`src/rtl/conv_mac_engine_if.sv`:
```
// Start/done handshake between the traversal controller (master) and one
// convolution MAC lane (slave): 5x5 int8 window and kernel in, dot product out.
interface conv_mac_engine_if #(
    parameter int ACC_WIDTH = 32
);
    logic                        start;
    logic [4:0][4:0][7:0]        weights;
    logic [4:0][4:0][7:0]        inputs;
    logic signed [ACC_WIDTH-1:0] outputs;
    logic                        done;
    logic                        busy;

    modport master (
        output start, weights, inputs,
        input  outputs, done, busy
    );

    modport slave (
        input  start, weights, inputs,
        output outputs, done, busy
    );
endinterface

```
`src/rtl/conv_mac_engine.sv`:
```
// Sequential 5x5 signed MAC: snapshots window and kernel on start, then
// accumulates one kernel row per cycle and pulses done with the result.

module conv_mac_row_dot (
    input  logic [4:0][7:0]     a,
    input  logic [4:0][7:0]     b,
    output logic signed [18:0]  sum
);
    logic signed [15:0] prod [5];

    for (genvar c = 0; c < 5; c++) begin : g_prod
        assign prod[c] = $signed(a[c]) * $signed(b[c]);
    end

    // Five 16-bit products need at most 19 bits signed, so no bits are lost.
    always_comb begin
        sum = '0;
        for (int c = 0; c < 5; c++) begin
            sum = sum + {{3{prod[c][15]}}, prod[c]};
        end
    end
endmodule

module conv_mac_engine #(
    parameter int ACC_WIDTH = 32
) (
    input  logic             clk,
    input  logic             rst,
    conv_mac_engine_if.slave bus
);
    typedef enum logic [1:0] {
        IDLE = 2'd0,
        MAC  = 2'd1,
        DONE = 2'd2
    } state_t;

    state_t                      state;
    logic [4:0][4:0][7:0]        win;
    logic [4:0][4:0][7:0]        wgt;
    logic signed [ACC_WIDTH-1:0] acc;
    logic signed [ACC_WIDTH-1:0] result;
    logic [2:0]                  row;
    logic                        done_q;
    logic                        busy_q;
    logic signed [18:0]          row_sum;
    logic signed [ACC_WIDTH-1:0] row_ext;

    // Only the row selected by the counter is reduced each cycle.
    conv_mac_row_dot u_dot (
        .a   (win[row]),
        .b   (wgt[row]),
        .sum (row_sum)
    );

    assign row_ext = {{(ACC_WIDTH-19){row_sum[18]}}, row_sum};

    always_ff @(posedge clk) begin
        if (rst) begin
            state  <= IDLE;
            win    <= '0;
            wgt    <= '0;
            acc    <= '0;
            result <= '0;
            row    <= '0;
            done_q <= 1'b0;
            busy_q <= 1'b0;
        end else begin
            case (state)
                IDLE: begin
                    if (bus.start) begin
                        win    <= bus.inputs;
                        wgt    <= bus.weights;
                        acc    <= '0;
                        row    <= '0;
                        busy_q <= 1'b1;
                        state  <= MAC;
                    end
                end
                MAC: begin
                    acc <= acc + row_ext;
                    row <= row + 3'd1;
                    if (row == 3'd4) begin
                        result <= acc + row_ext;
                        done_q <= 1'b1;
                        state  <= DONE;
                    end
                end
                DONE: begin
                    // start is deliberately not looked at here; a held start
                    // relaunches from IDLE one cycle later.
                    done_q <= 1'b0;
                    busy_q <= 1'b0;
                    state  <= IDLE;
                end
                default: begin
                    done_q <= 1'b0;
                    busy_q <= 1'b0;
                    state  <= IDLE;
                end
            endcase
        end
    end

    assign bus.outputs = result;
    assign bus.done    = done_q;
    assign bus.busy    = busy_q;
endmodule

```
`src/flat_wrapper.sv`:
```
// flat-port wrapper written by rule: the top's interface ports become plain ports
module conv_mac_engine_flat 
#(
    parameter int ACC_WIDTH = 32
)
  (clk, rst, bus_start, bus_weights, bus_inputs, bus_outputs, bus_done, bus_busy);
  conv_mac_engine_if #(.ACC_WIDTH(ACC_WIDTH)) bus_i ();
  input  logic clk;
  input  logic rst;
  input wire logic [$bits(bus_i.start)-1:0] bus_start;
  input wire logic [$bits(bus_i.weights)-1:0] bus_weights;
  input wire logic [$bits(bus_i.inputs)-1:0] bus_inputs;
  output wire logic [$bits(bus_i.outputs)-1:0] bus_outputs;
  output wire logic [$bits(bus_i.done)-1:0] bus_done;
  output wire logic [$bits(bus_i.busy)-1:0] bus_busy;
  assign bus_i.start = bus_start;
  assign bus_i.weights = bus_weights;
  assign bus_i.inputs = bus_inputs;
  assign bus_outputs = bus_i.outputs;
  assign bus_done = bus_i.done;
  assign bus_busy = bus_i.busy;
  conv_mac_engine #(.ACC_WIDTH(ACC_WIDTH)) u_core (.clk(clk), .rst(rst), .bus(bus_i));
endmodule
```
`config.mk`:
```
export PLATFORM = sky130hd
export DESIGN_NAME = conv_mac_engine_flat
export DESIGN_NICKNAME = d
export VERILOG_FILES = /design/src/rtl/conv_mac_engine_if.sv /design/src/rtl/conv_mac_engine.sv /design/src/flat_wrapper.sv
export SDC_FILE = /design/constraint.sdc
export NUM_CORES = 2
export LEC_CHECK = 0
export CELL_PAD_IN_SITES_DETAIL_PLACEMENT = 0
export CELL_PAD_IN_SITES_GLOBAL_PLACEMENT = 1
export CORE_UTILIZATION = 44
export CTS_BUF_LIST = sky130_fd_sc_hd__clkbuf_8
export CTS_CLUSTER_DIAMETER = 80
export CTS_CLUSTER_SIZE = 25
export DETAILED_ROUTE_END_ITERATION = 7
export HOLD_SLACK_MARGIN = 0.05
export PLACE_DENSITY_LB_ADDON = 0.05
export SYNTH_ARGS = -nofsm -noshare
export SYNTH_HDL_FRONTEND = slang
export SYNTH_SLANG_ARGS = --single-unit
```
`constraint.sdc`:
```
create_clock -name clk -period 14.3 [get_ports clk]
set_input_delay 3.575 -clock clk [delete_from_list [all_inputs] [get_ports clk]]
set_output_delay 3.575 -clock clk [all_outputs]
set_load 0.05 [all_outputs]
```
==> results.toml <==
[timing]
slew_viol_final = 0
hold_viol = 0
fin_ws_ns = 0.8322
grt_setup_unrepaired = "no"
fin_setup_tns_ns = 0
fin_hold_ws_ns = 0.4593
worst_pin_slew_ns = 1.237
final.setup_skew_ns = 0.05147
min_period_ns = 13.47
fin_crit_sh_pct = 94.18
slew_headroom_pct = 17.55
timing.fmax_mhz = 74.25
setup_viol = 0

[clock_network]
ctsHoldBuffers = 0
clock_sinks = 471
cts_tree = "yes"
cts_buffers = 29
path_clk_slew_ns = 0.15
cts_buffer_depth = 3
root_buffer = "clkbuf_8"
clk_latency_ns = 0.74
h-tree-depth = 1

[drt]
finalWirelength_um = 117300
viasPerCell = 5.249
vias = 28080
first_iter_violations = 2413
drtAntennaViolNets = 0
wl_per_cell_um = 21.94
drtPass1Iterations = 5
drc = 0

[placement]
portBuffers = 436
pre_cts_ws_ns = 0.2833
place.gp.congestion = 0.9329
dp_hpwl_um = 92780

[worst_hold_path]
hp-class = "register to register"
hold_depth = 2

[setup_path]
cp-start-kind = "register"
cp_max_fo = 18
worstRegToRegCells = 51
required_ns = 14.86
critPathSlowestCell = "fa_1"
worst_path_most_repeated_cell = "fa_1"
worstPathArrival_ns = 14.03
cpPeakStageDelay_ns = 0.54
cp-end-kind = "register"
crit_type = "register to register"

[die]
core-area_mm2 = 0.07645
num_io_pins = 437
die_w_um = 280.9
die_area_mm2 = 0.07891
start_util_pct = 44.77
die_y_um = 280.9
row_count = 101

[flow_run]
drv_cap = 0

[pwr]
powerDensity_mw_per_mm2 = 157.1
ir_drop_mv = 0.2193
leakage_nw = 16.63

[logic_synthesis]
async_flop_share_pct = 0
synth_cell_types = 67
synth_top_area_share_pct = 27.55
synth_seq_area_share_pct = 27.55
syn_area_mm2 = 0.03423
syn_avg_cell_area_um2 = 8.654
netlist_instances = 3955
ys.flop_type = "dfxtp_1"
synth_commonest_cells = "nand2_1 (1042), a21oi_1 (504), inv_1 (493), dfxtp_1 (471), fa_1 (404)"
synth-seq-cells = 471
yosys_warnings = 0
syn_nets = 4923
netlist_top_cells_area = "dfxtp_1 (28%), fa_1 (24%), nand2_1 (11%), a21oi_1 (7.4%), ha_1 (5.9%)"
yosysMostFrequentCell = "nand2_1"
synth_edf_count = 0
yosysTopAreaCell = "dfxtp_1"

[finish]
area_delta_synth_final_pct = 18.05
drive_gt1_share_pct = 5.504
finalNetCount = 5257

[global_routing]
grt_overflow = 0
grt_pass1_vias = 27940
grt_max_degree = 218
track_usage_pct = 29.70
grt_pass1_wl_um = 175100
antenna_found_initial = 28

[run_status]
status = "finished, final reports clean"
==> layout by cell type, fill, tap and decap left out, types with 40 or more instances in the layout <==
cell type        count
fa_1               404
mux4_2              73
xnor2_1             52
nand3_1             40
clkdlybuf4s50_1    435
dfxtp_1            469
nand2_1           1042
ha_1               161
a21oi_1            504
buf_4               59
a22o_1              40
nor2_1             164
inv_1              496
==> per-layer routing <==
layer | routed length (µm) | vias to the layer above | track usage (%)
li1 | - | 13220 | -
met1 | 53520 | 13980 | 41.91
met2 | 54050 | 709 | 47.14
met3 | 7025 | 139 | 5.595
met4 | 2561 | 28 | 6.487
met5 | 185 | - | 0
==> area by class of cell <==
class                           count  area [µm²]
Inverter                          493        1851
Clock buffer                       29       399.1
Tap cell                         1030        1289
Clock inverter                     19       237.7
Sequential cell                   471        9437
Fill cell                        7453       36050
Antenna cell                       13       32.53
Multi-Input combinational cell   2791       22190
Timing Repair Buffer              503        4967
==> final timing paths <==
check                                      startpoint                                  end  slack, ns
setup / recovery           u_core.row[1]$_SDFFE_PP0P_  u_core.bus.outputs[31]$_SDFFE_PP0P_       0.83
setup reg to reg           u_core.row[1]$_SDFFE_PP0P_  u_core.bus.outputs[31]$_SDFFE_PP0P_       0.83
hold reg to reg   u_core.bus.outputs[10]$_SDFFE_PP0P_  u_core.bus.outputs[10]$_SDFFE_PP0P_       0.46
hold / removal    u_core.bus.outputs[10]$_SDFFE_PP0P_  u_core.bus.outputs[10]$_SDFFE_PP0P_       0.46
==> power breakdown <==
group	switching, W	leakage, nW	internal [W]
registers	0.0000501	3.86	0.00140
clock network	0.000502	0.337	0.000248
logic	0.00253	12.4	0.00161
total	0.00308	16.6	0.00327
==> state kept, by name (all words and copies together), names as in the netlist <==
| name | flops |
|---|---|
| u_core.wgt | 200 |
| u_core.row | 3 |
| u_core.acc | 32 |
| u_core.state | 2 |
| u_core.bus.done | 1 |
| u_core.bus.outputs | 32 |
| u_core.win | 200 |
| u_core.bus.busy | 1 |
==> per-stage QoR <==
step | total power (W) | cell area, µm² | utilization (%) | cells
2_1_floorplan | 0.004551 | 34230 | - | 3955
3_3_place_gp | 0.005600 | 39580 | 51.77 | 5275
3_5_place_dp | 0.005599 | 39580 | 51.77 | 5275
4_1_cts | 0.006360 | 40220 | 52.61 | 5323
5_1_grt | 0.006920 | 40400 | 52.85 | 5348
6_report | 0.006349 | 40410 | 52.85 | 5349
==> critical path: cells and delay by family (launching register included) <==
kind / cells / cell delay, ns
compound gates: 11 / 1.87
xor+xnor: 4 / 0.85
fa+ha+maj: 15 / 7.27
buf+inv: 12 / 1.05
flops: 1 / 0.49
simple gates: 9 / 1.76
==> logic make-up (layout without fill, tap and decap cells) <==
logic type      count (synthesis)  count (layout)  synth area share, %
compound gates                696             696                11.92
xor+xnor                       66              66                1.711
fa+ha+maj                     565             565                29.51
buf+inv                       693            1044                7.709
flops                         471             471                27.55
mux                            92              92                5.392
other cells                     0              13                    0
simple gates                 1372            1372                16.20
==> timing repair <==
| action | in CTS | in global routing |
|---|---|---|
| buffers inserted | 0 | 13 |
| gates resized for setup | 0 | 3 |
| setup endpoints to repair | 0 | 24 |
Power figures use the tool's default switching activity.
